==> src/rtl/serial_pkg.sv <==
// Shared types and constants for the serial frame receiver.
// Parity modes, rx state encoding and parameter legality.
package serial_pkg;

  localparam int PAR_NONE = 0;
  localparam int PAR_EVEN = 1;
  localparam int PAR_ODD  = 2;

  typedef enum logic [2:0] {
    IDLE,
    START,
    DATA,
    PARITY,
    STOP,
    WAIT_HIGH
  } rx_state_t;

  function automatic bit cfg_ok(
    int dw,
    int pm,
    int cpb,
    int sb
  );
    return (dw >= 5) && (dw <= 16) &&
           (pm >= PAR_NONE) && (pm <= PAR_ODD) &&
           (cpb >= 1) &&
           (sb >= 0) && (sb <= 2);
  endfunction

endpackage

==> src/rtl/serial_rx_frame_if.sv <==
// Output handshake bundle of the serial frame receiver.
// master = receiver side, slave = consumer side.
interface serial_rx_frame_if #(
  parameter int DATA_W = 7
);
  logic              out_valid;
  logic              out_ready;
  logic [DATA_W-1:0] data_out;
  logic              parity_err;
  logic              frame_err;

  modport master (
    output out_valid,
    output data_out,
    output parity_err,
    output frame_err,
    input  out_ready
  );

  modport slave (
    input  out_valid,
    input  data_out,
    input  parity_err,
    input  frame_err,
    output out_ready
  );
endinterface

==> src/rtl/serial_bit_timer.sv <==
// Bit-period tick generator for the serial receiver.
// start arms the first sample, run keeps sampling each period.
module serial_bit_timer #(
  parameter int CLKS_PER_BIT = 1
) (
  input  logic clk,
  input  logic rstn,
  input  logic start,
  input  logic run,
  output logic tick
);
  localparam int TW =
    (CLKS_PER_BIT > 1) ? $clog2(CLKS_PER_BIT) : 1;
  localparam int H = (CLKS_PER_BIT - 1) / 2;

  localparam logic [TW-1:0] RELOAD =
    TW'(CLKS_PER_BIT - 1);
  // H cycles out from the start edge; with H = 0 the
  // start edge is itself the sample, so reload instead.
  localparam logic [TW-1:0] FIRST =
    (H == 0) ? RELOAD : TW'(H - 1);

  logic [TW-1:0] cnt;

  assign tick = run && (cnt == '0);

  always_ff @(posedge clk or negedge rstn) begin
    if (!rstn) begin
      cnt <= '0;
    end else if (start) begin
      cnt <= FIRST;
    end else if (run) begin
      cnt <= tick ? RELOAD : cnt - 1'b1;
    end
  end
endmodule

==> src/rtl/serial_rx_frame.sv <==
// Parametrised serial frame receiver with mid-bit sampling,
// parity/framing checks and valid/ready output.
module serial_rx_frame
  import serial_pkg::*;
#(
  parameter int DATA_W       = 7,
  parameter int PARITY_MODE  = 1,
  parameter int CLKS_PER_BIT = 1,
  parameter int STOP_BITS    = 1
) (
  input  logic clk,
  input  logic rstn,
  input  logic serial_in,
  input  logic clr_overrun,
  serial_rx_frame_if.master rx,
  output logic overrun,
  output logic busy
);
  localparam int H  = (CLKS_PER_BIT - 1) / 2;
  localparam int BW = $clog2(DATA_W + 1);
  localparam bit HAS_PAR = (PARITY_MODE != PAR_NONE);

  localparam logic [BW-1:0] LAST_BIT = BW'(DATA_W - 1);
  localparam logic [1:0] LAST_STOP = 2'(STOP_BITS - 1);

  if (!cfg_ok(DATA_W, PARITY_MODE,
              CLKS_PER_BIT, STOP_BITS)) begin : g_cfg_err
    $error("serial_rx_frame: parameter out of range");
  end

  rx_state_t         state, state_nxt;
  logic [BW-1:0]     bit_cnt, bit_cnt_nxt;
  logic [1:0]        stop_cnt, stop_cnt_nxt;
  logic [DATA_W-1:0] sh, sh_nxt;
  logic              pbit, pbit_nxt;
  logic              ferr, ferr_nxt;
  logic              tmr_start, tmr_run, tick;
  logic              done, perr_calc;

  logic              vld_q, perr_q, ferr_q, ovr_q;
  logic [DATA_W-1:0] data_q;

  serial_bit_timer #(
    .CLKS_PER_BIT(CLKS_PER_BIT)
  ) u_tmr (
    .clk  (clk),
    .rstn (rstn),
    .start(tmr_start),
    .run  (tmr_run),
    .tick (tick)
  );

  always_ff @(posedge clk or negedge rstn) begin
    if (!rstn) begin
      state    <= IDLE;
      bit_cnt  <= '0;
      stop_cnt <= '0;
      sh       <= '0;
      pbit     <= 1'b0;
      ferr     <= 1'b0;
    end else begin
      state    <= state_nxt;
      bit_cnt  <= bit_cnt_nxt;
      stop_cnt <= stop_cnt_nxt;
      sh       <= sh_nxt;
      pbit     <= pbit_nxt;
      ferr     <= ferr_nxt;
    end
  end

  always_comb begin
    state_nxt    = state;
    bit_cnt_nxt  = bit_cnt;
    stop_cnt_nxt = stop_cnt;
    sh_nxt       = sh;
    pbit_nxt     = pbit;
    ferr_nxt     = ferr;
    tmr_start    = 1'b0;
    tmr_run      = 1'b0;
    done         = 1'b0;
    unique case (state)
      IDLE: begin
        if (!serial_in) begin
          tmr_start    = 1'b1;
          bit_cnt_nxt  = '0;
          stop_cnt_nxt = '0;
          pbit_nxt     = 1'b0;
          ferr_nxt     = 1'b0;
          state_nxt    = (H == 0) ? DATA : START;
        end
      end
      START: begin
        tmr_run = 1'b1;
        if (tick) begin
          state_nxt = serial_in ? IDLE : DATA;
        end
      end
      DATA: begin
        tmr_run = 1'b1;
        if (tick) begin
          sh_nxt = {serial_in, sh[DATA_W-1:1]};
          bit_cnt_nxt = bit_cnt + 1'b1;
          if (bit_cnt == LAST_BIT) begin
            if (HAS_PAR) state_nxt = PARITY;
            else if (STOP_BITS > 0) state_nxt = STOP;
            else done = 1'b1;
          end
        end
      end
      PARITY: begin
        tmr_run = 1'b1;
        if (tick) begin
          pbit_nxt = serial_in;
          if (STOP_BITS > 0) state_nxt = STOP;
          else done = 1'b1;
        end
      end
      STOP: begin
        tmr_run = 1'b1;
        if (tick) begin
          if (!serial_in) ferr_nxt = 1'b1;
          stop_cnt_nxt = stop_cnt + 1'b1;
          if (stop_cnt == LAST_STOP) done = 1'b1;
        end
      end
      WAIT_HIGH: begin
        if (serial_in) state_nxt = IDLE;
      end
      default: state_nxt = IDLE;
    endcase
    // A broken frame must see the line recover before rearming.
    if (done) state_nxt = ferr_nxt ? WAIT_HIGH : IDLE;
  end

  always_comb begin
    perr_calc = 1'b0;
    if (PARITY_MODE == PAR_EVEN)
      perr_calc = ^sh_nxt ^ pbit_nxt;
    else if (PARITY_MODE == PAR_ODD)
      perr_calc = ~(^sh_nxt ^ pbit_nxt);
  end

  always_ff @(posedge clk or negedge rstn) begin
    if (!rstn) begin
      vld_q  <= 1'b0;
      data_q <= '0;
      perr_q <= 1'b0;
      ferr_q <= 1'b0;
      ovr_q  <= 1'b0;
    end else begin
      if (done) begin
        vld_q  <= 1'b1;
        data_q <= sh_nxt;
        perr_q <= perr_calc;
        ferr_q <= ferr_nxt;
      end else if (vld_q && rx.out_ready) begin
        vld_q <= 1'b0;
      end
      if (done && vld_q && !rx.out_ready)
        ovr_q <= 1'b1;
      else if (clr_overrun)
        ovr_q <= 1'b0;
    end
  end

  assign rx.out_valid  = vld_q;
  assign rx.data_out   = data_q;
  assign rx.parity_err = perr_q;
  assign rx.frame_err  = ferr_q;
  assign overrun       = ovr_q;
  assign busy          = (state != IDLE);
endmodule

==> src/flat_wrapper.sv <==
// flat-port wrapper written by rule: the top's interface ports become plain ports
module serial_rx_frame_flat import serial_pkg::*;
#(
  parameter int DATA_W       = 7,
  parameter int PARITY_MODE  = 1,
  parameter int CLKS_PER_BIT = 1,
  parameter int STOP_BITS    = 1
)
  (clk, rstn, serial_in, clr_overrun, overrun, busy, rx_out_valid, rx_data_out, rx_parity_err, rx_frame_err, rx_out_ready);
  serial_rx_frame_if #(.DATA_W(DATA_W)) rx_i ();
  input  logic clk;
  input  logic rstn;
  input  logic serial_in;
  input  logic clr_overrun;
  output logic overrun;
  output logic busy;
  output wire logic [$bits(rx_i.out_valid)-1:0] rx_out_valid;
  output wire logic [$bits(rx_i.data_out)-1:0] rx_data_out;
  output wire logic [$bits(rx_i.parity_err)-1:0] rx_parity_err;
  output wire logic [$bits(rx_i.frame_err)-1:0] rx_frame_err;
  input wire logic [$bits(rx_i.out_ready)-1:0] rx_out_ready;
  assign rx_out_valid = rx_i.out_valid;
  assign rx_data_out = rx_i.data_out;
  assign rx_parity_err = rx_i.parity_err;
  assign rx_frame_err = rx_i.frame_err;
  assign rx_i.out_ready = rx_out_ready;
  serial_rx_frame #(.DATA_W(DATA_W), .PARITY_MODE(PARITY_MODE), .CLKS_PER_BIT(CLKS_PER_BIT), .STOP_BITS(STOP_BITS)) u_core (.clk(clk), .rstn(rstn), .serial_in(serial_in), .clr_overrun(clr_overrun), .rx(rx_i), .overrun(overrun), .busy(busy));
endmodule
==> config.mk <==
export PLATFORM = sky130hd
export DESIGN_NAME = serial_rx_frame_flat
export DESIGN_NICKNAME = d
export VERILOG_FILES = /design/src/rtl/serial_pkg.sv /design/src/rtl/serial_rx_frame_if.sv /design/src/rtl/serial_bit_timer.sv /design/src/rtl/serial_rx_frame.sv /design/src/flat_wrapper.sv
export SDC_FILE = /design/constraint.sdc
export NUM_CORES = 1
export LEC_CHECK = 0
export CORE_MARGIN = 1.5
export CORE_UTILIZATION = 31
export DETAILED_ROUTE_END_ITERATION = 8
export PLACE_DENSITY = 0.55
export SLEW_MARGIN = 5
export SYNTH_ARGS = -nofsm -noshare
export SYNTH_HDL_FRONTEND = slang
export SYNTH_SLANG_ARGS = --single-unit
export TNS_END_PERCENT = 10
==> constraint.sdc <==
create_clock -name clk -period 1.9 [get_ports clk]
set_clock_uncertainty 0.15 [all_clocks]
set_input_delay 0.38 -clock clk [delete_from_list [all_inputs] [get_ports clk]]
set_output_delay 0.38 -clock clk [all_outputs]
set_load 0.05 [all_outputs]
# Yosys cells after proc, flatten, opt, wreduce, memory -nomap -nowiden
# Index checks and enable logic that the tools add are counted.
# W data, S select, Z words.
dict set report totals {
  ff_bits 29
  latchBits 0
  ramBits 0
  rom_bits 0
  input_bits 5
  output_inout_bits 12
  word_cells 89
  n_memories 0
}
dict set report op_classes {
  add_sub_neg 3
  n_mul 0
  div 0
  magnitude_cmp 0
  eq_ne 16
  n_shift 0
  mux 38
  bitwise_logic 2
  reduce_logical 18
}
# cell n
set op_table {}
lappend op_table {{$mux W3} 10}
lappend op_table {{$mux W1} 18}
lappend op_table {{$pmux W3 S6} 1}
lappend op_table {{$ne A3 B2 Y1 const B} 5}
lappend op_table {{$mux W7} 2}
lappend op_table {{$reduce_bool A2 Y1} 5}
lappend op_table {{$eq A3 B3 Y1 const B} 3}
lappend op_table {{$reduce_and A7 Y1} 1}
lappend op_table {{$reduce_xor A7 Y1} 1}
lappend op_table {{$eq A3 B2 Y1 const B} 2}
lappend op_table {{$mux W2} 3}
lappend op_table {{$ne A2 B2 Y1 const B} 3}
lappend op_table {{$pmux W3 S2} 1}
lappend op_table {{$reduce_and A3 Y1} 2}
lappend op_table {{$logic_and A1 B1 Y1} 4}
lappend op_table {{$pmux W1 S2} 2}
lappend op_table {{$pmux W2 S2} 1}
lappend op_table {{$reduce_or A4 Y1} 1}
lappend op_table {{$add A3 B1 Y3 const B} 1}
lappend op_table {{$eq A3 B1 Y1 const B} 1}
lappend op_table {{$logic_not A3 Y1} 1}
lappend op_table {{$ne A3 B1 Y1 const B} 1}
lappend op_table {{$reduce_bool A3 Y1} 1}
lappend op_table {{$add A2 B1 Y2 const B} 1}
lappend op_table {{6 further kinds} 6}

# Logic depth before layout (Yosys ltp)
# Gate-level depths: netlist (run 1).
dict set report logic_depth {
  ltp_word 9
  depth_mapped 7
}

# Modules after synthesis
# Synthesis (run 1) repeated with hierarchy kept, for this count alone.
dict set report unflattened {
  hier_cells 132
  hier_area_um2 1391.3
}
# module n_inst cells_per_inst area_per_inst_um2 seq_area_each_um2
set modules_own_cells {}
lappend modules_own_cells {serial_rx_frame 1 129 1345.0 700.7}
lappend modules_own_cells {serial_bit_timer 1 3 46.3 25.0}

# Least setup slack after synthesis (run 1)
# OpenSTA, ideal clock, no wires.
dict set report synth_path {
  kind {reg2reg}
  start {register u_core.state[1]}
  end {register u_core.bit_cnt[0]}
  setup_ps 125
  t_arrival_ps 1642
  required_time_ps 1625
  path_slack_ps -17
  stages_incl_launch_ff 6
  path_buffers 1
  synth_period_minus_slack_ps 1917
  path_cell_list {dfrtp_1 -> buf_2 -> or3_1 -> nor2_1 -> nor2_1 -> mux2_2}
}
dict set report synth_via {
  elab_chain_len 6
  word_cells_on_any_way 13
  classes_between {eq/ne: 6; mux: 2; reduce/logical: 5}
}
# item line_no
set synth_lines {}
lappend synth_lines {{start: declaration} serial_rx_frame.sv:31} ;# rx_state_t state, state_nxt;
lappend synth_lines {{start signal: assignment} serial_rx_frame.sv:62} ;# state <= state_nxt;
lappend synth_lines {{$eq A3 B1 Y1 (tied with other cells)} serial_rx_frame.sv:81} ;# unique case (state)
lappend synth_lines {{$reduce_or A4 Y1 (no source line)} -}
lappend synth_lines {{$mux W1} serial_rx_frame.sv:81}
lappend synth_lines {{$logic_and A1 B1 Y1} serial_bit_timer.sv:25} ;# assign tick = run && (cnt == '0);
lappend synth_lines {{$ne A2 B2 Y1 (no source line)} -}
lappend synth_lines {{$reduce_and A3 Y1 (no source line)} -}
lappend synth_lines {{end signal: assignment} serial_rx_frame.sv:63} ;# bit_cnt <= bit_cnt_nxt;
lappend synth_lines {{end: declaration} serial_rx_frame.sv:32} ;# logic [BW-1:0] bit_cnt, bit_cnt_nxt;
# Several ways; a longest one is shown, not always the timed one.
# A chain may end at the register's enable or synchronous reset.

# Worst setup path in the final report (run 1)
dict set report layout_path {
  start {register u_core.state[1]}
  end {register u_core.perr_q (netlist: u_core.rx.parity_err)}
}
dict set report layout_via {
  word_cells_on_any_way 16
  classes_between {eq/ne: 4; mux: 7; bitwise: 1; reduce/logical: 4}
}
# item line_no
set layout_rtl {}
lappend layout_rtl {{$eq A3 B1 Y1 (tied with other cells)} serial_rx_frame.sv:81}
lappend layout_rtl {{$reduce_or A4 Y1 (no source line)} -}
lappend layout_rtl {{$mux W1} serial_rx_frame.sv:81}
lappend layout_rtl {{$logic_and A1 B1 Y1} serial_bit_timer.sv:25}
lappend layout_rtl {{$mux W1} serial_rx_frame.sv:112} ;# if (tick) begin
lappend layout_rtl {{$pmux W1 S2 *} serial_rx_frame.sv:81}
lappend layout_rtl {{via u_core.pbit_nxt} serial_rx_frame.sv:35} ;# logic pbit, pbit_nxt;
lappend layout_rtl {{$xor A1 B1 Y1 *} serial_rx_frame.sv:138} ;# perr_calc = ^sh_nxt ^ pbit_nxt;
lappend layout_rtl {{end signal: assignment} serial_rx_frame.sv:154} ;# perr_q <= perr_calc;
lappend layout_rtl {{end: declaration} serial_rx_frame.sv:40} ;# logic vld_q, perr_q, ferr_q, ovr_q;
# Mark *: on every way through the listed nets, which the timed path passes. The rest lies on a longest branch.

==> results.txt, run 1 <==
----------------------------------------------------
[Drt]
  Aggregate routed wire length ... 2.90 mm
  Count of routing violations after the opening detailed-route iteration ... a little under 70
  Vias per inst ... about 5
  DRC violation count after routing ... 0
  Number of search-and-repair iterations in the first detailed-routing pass ... 4
  Post-route ant nets ... 0
  Wirelength per Cell ... ~14 um
  Routed via count ... 1,055

[Power and ir drop]
  Overall power after layout ... 4.15 mW
  Maximum vdd drop ... ~0.00097 V
  Power density of the placed cells ... 2150 nW/um^2
  Reported leakage power ... between 0.9 and 1 nW

[Setup path]
  Master of the slowest instance on the critical path ... sky130_fd_sc_hd__dfrtp_1
  Cell family with most CP delay ... compound AO/OA/AOI/OAI gates
  Count of cells along the worst register-to-register path ... 6
  Worst r2r src ... u_core.state[1]
  Worst Setup Path Type ... register to register
  Capturing element type of the critical path ... register
  Critical path data arrival time ... about 1900 ps
  Worst path cell trace ... buf_4 -> buf_6 -> o31a_1 -> o221a_2 -> xnor2_2 -> mux2_4
  Maximum fanout along the worst path ... 6
  Register-to-Register Setup Slack ... -20 ps
  Buffers and inverters on the worst path ... 2
  Crit start category ... register
  Crit path largest cell delay ... 390 ps
  Required time at the endpoint of the critical path ... 1920 ps
  End of the worst register-to-register path ... u_core.rx.parity_err

[Place]
  Total instance count after detailed placement ... approximately 200
  Setup WS pre-CTS ... -283 ps
  Number of I/O port buffers ... 16
  HPWL after DPL ... 1.98 mm
  Final GP Congestion ... about 0.82

[STA]
  Achievable frequency ... 520 MHz
  Number of failing hold endpoints at the final stage ... 0
  Transition time of the tightest slew-check pin ... 368 ps
  Total of endpoints with negative setup slack in the final report ... 2
  Final number of max-transition violations ... 0
  Max_slew headroom ... about three quarters
  Final period demand of the worst path ... between 1500 and 2000 ps
  Final period util ... 101%
  Least setup slack across all paths after layout ... -24.6 ps
  RSZ-0062 raised after global routing ... true

[Cells and area]
  Final net count ... between 150 and 200
  Non-Filler Instances ... about 210
  Fraction of layout cells with a size suffix above 1 ... 42.9%
  Post-synthesis to final-layout area growth ... 35.1%
  Antenna diode instance count ... 0

[Clock network]
  Clock Tree Root ... sky130_fd_sc_hd__clkbuf_8
  Buffer depth of the longest clock path ... 2
  TritonCTS clock tree ... built
  Num CTS Buffers ... 5
  H-Tree Level Count ... 2
  Insertion delay of the later-clocked pin in the worst-skew pair ... 280 ps
  Number of sinks on the clock net ... 29
  Clock input transition at the sequential cells of the worst setup and hold paths ... around 60 ps

[GRT]
  Antenna violations before repair ... 0
  Pin count of the biggest net entering global routing ... 30
  Vias in the first global route ... 1,103
  Final global-route overflow total ... 0
  Global-route usage over all layers ... about an eighth
  First-pass GRT wire length ... 4.94 mm

[Floorplan]
  Area enclosed by the die boundary ... around 5000 sq um
  Horiz. Die Dim ... around 71 um
  Chip height ... slightly above 70 um
  Effective utilization at floorplan ... between 30% and 40%
  I/O Pins ... 17
  Floorplan row count ... 24
  Core outline area ... 4380 sq um

[Synthesis]
  Share of async-settable or async-resettable flops after synthesis ... 100%
  Portion of the post-synthesis area used by sequential elements ... approximately half
  Post-Synthesis Mean Instance Area ... approximately 12 sq um
  Number of unique standard cell types used by synthesis ... 36
  Total number of yosys warnings ... 0
  Most numerous cell types in the synthesized netlist ... sky130_fd_sc_hd__dfrtp_1 (29), sky130_fd_sc_hd__mux2_2 (17), sky130_fd_sc_hd__nor2_1 (10)
  EDFF count, synth ... 0
  Synth Instances ... approximately 120
  Area share of the largest cell type after synthesis ... approximately 50%
  Area of the mapped netlist ... ~1400 sq um
  Yosys top cell by area ... sky130_fd_sc_hd__dfrtp_1
  Top cells by area in the synthesized netlist ... sky130_fd_sc_hd__dfrtp_1 (51%), sky130_fd_sc_hd__mux2_2 (13%), sky130_fd_sc_hd__ha_1 (2.6%)
  Primary FF master, synth ... sky130_fd_sc_hd__dfrtp_1
  Most common cell in the netlist ... sky130_fd_sc_hd__dfrtp_1
  Total nets after synthesis ... 129
  Flop and latch count out of synthesis ... 29

[Worst hold path]
  Worst min path class ... primary input to asynchronous set/reset pin

[Outcome]
  Outcome ... complete, but fails checks
  Violated checks ... setup timing

[Flow run]
  Max-cap viol count ... 0

----------------------------------------------------
-- cell usage in the layout (no fill, tap or decap), drive strengths merged, types with 2 or more instances in the layout --
master          n
buf            35
dfrtp          29
mux2           17
nor2           11
inv             6
nand2           6
clkbuf          6
a21oi           4
o21ai           4
xnor2           4
nand2b          3
xor2            3
a22o            3
ha              3
clkdlybuf4s50   3
nor3            2
clkinv          2
-- worst max path at each step --
| stage | slack, ps | start | cells after the start | to |
|---|---|---|---|---|
| finish | -20 | u_core.state[1] | 6 | u_core.rx.parity_err |
| global route | -70 | u_core.state[1] | 6 | u_core.rx.parity_err |
| CTS | -7 | u_core.state[0] | 3 | busy |
| detailed placement | -280 | serial_in | 7 | u_core.state[2] |
| global placement | -170 | serial_in | 6 | u_core.state[0] |
| floorplan | 50 | u_core.state[2] | 4 | u_core.rx.data_out[0] |
-- power by group --
part	switching (mW)	internal (mW)	leakage, nW
sequential	0.209	0.904	0.360
combinational	1.23	1.32	0.497
clock	0.229	0.253	0.0450
-- registers in the layout (all words and copies together) (netlist names) --
signal                flops
u_core.bit_cnt            3
u_core.rx.out_valid       1
u_core.rx.frame_err       1
u_core.ferr               1
u_core.pbit               1
u_core.state              3
u_core.overrun            1
u_core.u_tmr.cnt          1
u_core.rx.data_out        7
u_core.rx.parity_err      1
u_core.stop_cnt           2
u_core.sh                 7
-- cell type report --
cell class	count	area [sq um]
multi-input combinational	79	693
timing repair buffer	39	340
sequential	29	726
fill	432	2450
clock inverter	2	10.0
tap	52	65.1
clock buffer	6	72.6
inverter	6	22.5
-- timing repair --
item,4_1_cts,5_1_grt
buffers inserted,7,1
setup endpoints to repair,9,11
endpoints found under the hold margin,0,0
pin swaps,3,2
hold buffers,0,0
resized for setup,5,9
-- per-layer routing --
| layer | routed length [um] | track usage [%] | share of wire, % |
|---|---|---|---|
| met4 | 60 | 5.03 | 2.1 |
| met3 | 122 | 4.84 | 4.2 |
| met1 | 1270 | 14.2 | 44 |
| met2 | 1450 | 21.8 | 50 |
| met5 | 0 | 0 | 0 |
-- worst register-to-register path: stages (launching register included) --
cell                      delay (ps)
sky130_fd_sc_hd__dfrtp_1         390
sky130_fd_sc_hd__buf_4           150
sky130_fd_sc_hd__buf_6           120
sky130_fd_sc_hd__o31a_1          290
sky130_fd_sc_hd__o221a_2         320
sky130_fd_sc_hd__xnor2_2         140
sky130_fd_sc_hd__mux2_4          250
-- kinds of logic (layout without fill, tap and decap cells) --
kind of cell | count (synthesis) | in the layout | synth area share [%]
adders and majority gates | 3 | 3 | 2.63
and+or+nand+nor | 29 | 29 | 11.6
xor gates and xnor gates | 8 | 8 | 6.40
muxes | 18 | 18 | 14.1
DFF | 29 | 29 | 50.8
AOI/OAI and AO/OA | 21 | 21 | 10.6
buffers and inverters | 13 | 53 | 3.86
-- metrics by stage --
step,cell area (sq um),setup TNS [ps],utilization (%),hold slack (ps)
floorplan,1430,0,-,-65.6
global placement,1710,-628,39.0,318
detailed placement,1710,-857,39.0,347
CTS,1870,-6.70,42.8,347
global route,1930,-301,44.0,375
finish,1930,-29.9,44.0,341
No activity file was read; power rests on OpenSTA's default activity.
==> inputs of run 2 (changes only) <==
==> constraint.sdc (replaced) <==
create_clock -name clk -period 1.9 [get_ports clk]
set_clock_uncertainty 0.15 [all_clocks]
set_input_delay 0.38 -clock clk [delete_from_list [all_inputs] [get_ports clk]]
set_output_delay 0.38 -clock clk [all_outputs]
set_load 0.01 [all_outputs]
==> run 2 against run 1 <==
Net effect: the run still ends with setup timing left; critical path depth fell by 2; clock-buffer cell count rose by 1; setup slack improved by 23 ps.
==> results.txt, run 2 (synthesis gave the netlist of run 1 again) <==
----------------------------------------------------
[Outcome]
  Outcome ... complete, but fails checks
  Violated checks ... setup timing

[Clock network]
  Clock input transition at the sequential cells of the worst setup and hold paths ... 60 ps (about the same)
  Total of hold buffers inserted after clock tree synthesis ... 0 (unchanged)
  Clock Tree Root ... sky130_fd_sc_hd__clkbuf_8
  Number of sinks on the clock net ... 29 (unchanged)
  Buffer depth of the longest clock path ... 2 (unchanged)
  H-Tree Level Count ... 2 (unchanged)
  Insertion delay of the later-clocked pin in the worst-skew pair ... 280 ps (about the same)
  Post-CTS repair timing setup buffer count ... 0 (-7)
  Num CTS Buffers ... 5 (unchanged)
  TritonCTS clock tree ... built

[Place]
  Number of I/O port buffers ... 16 (unchanged)
  Total instance count after detailed placement ... 196 (-0.51%)
  HPWL after DPL ... 1.93 mm (-2.3%)
  Setup WS pre-CTS ... -248 ps (+35.3 ps)
  Final GP Congestion ... 0.838 (+2.8%)

[Drt]
  Post-route ant nets ... 0 (unchanged)
  Count of routing violations after the opening detailed-route iteration ... 68 (unchanged)
  DRC violation count after routing ... 0 (unchanged)
  Wirelength per Cell ... 14.1 um (+3.7%)
  Aggregate routed wire length ... 2.87 mm (-1.1%)
  Vias per inst ... 5.11 (+3.1%)
  Routed via count ... 1,037 (-1.7%)
  Number of search-and-repair iterations in the first detailed-routing pass ... 4 (unchanged)

[Cells and area]
  Leading cell type in the layout, fill and taps excluded ... sky130_fd_sc_hd__dfrtp_1
  Highest-count cells in the layout ignoring fill and taps ... sky130_fd_sc_hd__dfrtp_1 (29), sky130_fd_sc_hd__clkdlybuf4s50_1 (14), sky130_fd_sc_hd__mux2_4 (13), sky130_fd_sc_hd__buf_4 (13), sky130_fd_sc_hd__nor2_1 (10)
  Antenna diode instance count ... 0 (unchanged)
  Non-Filler Instances ... 203 (-4.7%)
  Fraction of layout cells with a size suffix above 1 ... 29.8% (-13 points)
  Number of inserted filler cells in the final layout ... 418 (-3.2%)
  Final net count ... 159 (-5.4%)
  Post-synthesis to final-layout area growth ... 31.1%

[Setup path]
  Critical path data arrival time ... 1910 ps (-30 ps)
  Crit start category ... register
  Crit path largest cell delay ... 410 ps (+20 ps)
  Worst path cell trace ... buf_4 -> or2_2 -> nor2_4 -> mux2_2
  Required time at the endpoint of the critical path ... 1910 ps (about the same)
  Buffers and inverters on the worst path ... 1 (-1)
  Maximum fanout along the worst path ... 11 (+5)
  Master of the slowest instance on the critical path ... sky130_fd_sc_hd__dfrtp_1
  Worst Setup Path Type ... register to register
  Capturing element type of the critical path ... register
  Cell family with most CP delay ... simple AND/OR/NAND/NOR gates

[STA]
  Final period util ... 100% (-1.2 points)
  Transition time of the tightest slew-check pin ... 405 ps (+36.8 ps)
  Achievable frequency ... 526 MHz (+1.2%)
  RSZ-0062 raised after global routing ... true
  Fin Setup TNS ... -1.65 ps (+28.3 ps)
  Final number of max-transition violations ... 0 (unchanged)
  Final period demand of the worst path ... 1900 ps (-23.0 ps)
  Number of failing hold endpoints at the final stage ... 0 (unchanged)
  Least setup slack across all paths after layout ... -1.65 ps (+23.0 ps)
  Max_slew headroom ... 73.0% (-2.5 points)
  Total of endpoints with negative setup slack in the final report ... 1 (-1)

[Power and ir drop]
  Maximum vdd drop ... 0.000902 V (-6.6%)
  Net Sw Power ... 1.25 mW (-25%)
  Switching Share ... 34.2% (-6.1 points)
  Proportion of power drawn by the clock network ... 13.8% (+2.2 points)
  Gate power share ... 55.8% (-5.8 points)
  Reported leakage power ... 0.857 nW (-5.0%)
  Power density of the placed cells ... 1950 nW/um^2 (-9.3%)
  Sequential fraction of design power ... 30.5% (+3.7 points)
  Internal power ... 2.40 mW (-3.0%)

[GRT]
  Global-route usage over all layers ... 12.1% (-0.64 points)
  Vias in the first global route ... 1,064 (-3.5%)
  Final global-route overflow total ... 0 (unchanged)
  Pin count of the biggest net entering global routing ... 30 (unchanged)
  Antenna violations before repair ... 0 (unchanged)
  First-pass GRT wire length ... 4.67 mm (-5.4%)

[Floorplan]
  Chip height ... 70.9 um (unchanged)
  Effective utilization at floorplan ... 32.6% (unchanged)
  I/O Pins ... 17 (unchanged)
  Horiz. Die Dim ... 70.9 um (unchanged)
  Area enclosed by the die boundary ... 5020 sq um (unchanged)
  Core outline area ... 4380 sq um (unchanged)
  Floorplan row count ... 24 (unchanged)

[Worst hold path]
  Worst min path class ... primary input to asynchronous set/reset pin

[Flow run]
  Max-cap viol count ... 0 (unchanged)

----------------------------------------------------
-- run 2: layout make-up --
cell class	instances	area (sq um)	area share, %
clock buffer	7	86.3	4.61
inverter	6	22.5	1.20
multi-input combinational	79	706	37.7
sequential	29	726	38.8
tap	52	65.1	3.48
timing repair buffer	30	267	14.2
-- run 2: worst paths after layout --
kind,slack (ps),from,endpoint,depth (start not counted)
setup reg to reg,-2,u_core.state[0],u_core.rx.data_out[4],4
setup / recovery,-2,u_core.state[0],u_core.rx.data_out[4],4
min in group clk,340,u_core.overrun,u_core.overrun,2
hold reg to reg,340,u_core.overrun,u_core.overrun,2
hold / removal,330,rstn,u_core.state[0],2
max in group asynchronous,980,rstn,u_core.stop_cnt[1],2
-- run 2: power groups by stage --
stage	combinational, mW	clock (mW)	sequential (mW)
6_report	2.04	0.503	1.11
5_1_grt	2.23	0.549	1.16
4_1_cts	1.88	0.520	1.10
3_5_place_dp	1.88	0	1.11
3_3_place_gp	1.84	0	1.09
2_1_floorplan	1.26	0	1.12
-- run 2: layer usage --
metal	part of all wire, %	track usage [%]	vias to the layer above	wire length (um)
met2	46	18.9	38	1330
li1	-	-	482	-
met1	45	14.5	507	1280
met4	3.0	7.13	0	85
met3	5.9	3.99	10	170
met5	0	0	-	0
-- run 2: worst reg2reg max path: cells and delay by family, from the launching register on --
family / cells / cell delay (ps)
muxes: 1 / 380
buffers and inverters: 1 / 190
and+or+nand+nor: 2 / 660
DFF: 1 / 410
-- run 2: per-stage QoR --
| step | area [sq um] | utilization [%] | hold WS, ps | total power [mW] |
|---|---|---|---|---|
| floorplan | 1430 | - | -65.6 | 2.38 |
| global placement | 1730 | 39.4 | 314 | 2.93 |
| CTS | 1810 | 41.3 | 347 | 3.50 |
| global route | 1870 | 42.7 | 375 | 3.94 |
| finish | 1870 | 42.7 | 334 | 3.65 |
| detailed placement | 1730 | 39.4 | 333 | 2.99 |
-- run 2: timing repair --
item,CTS,global route
setup endpoints to repair,8,11
pin swaps,1,2
resized for setup,2,18
gates cloned,0,0
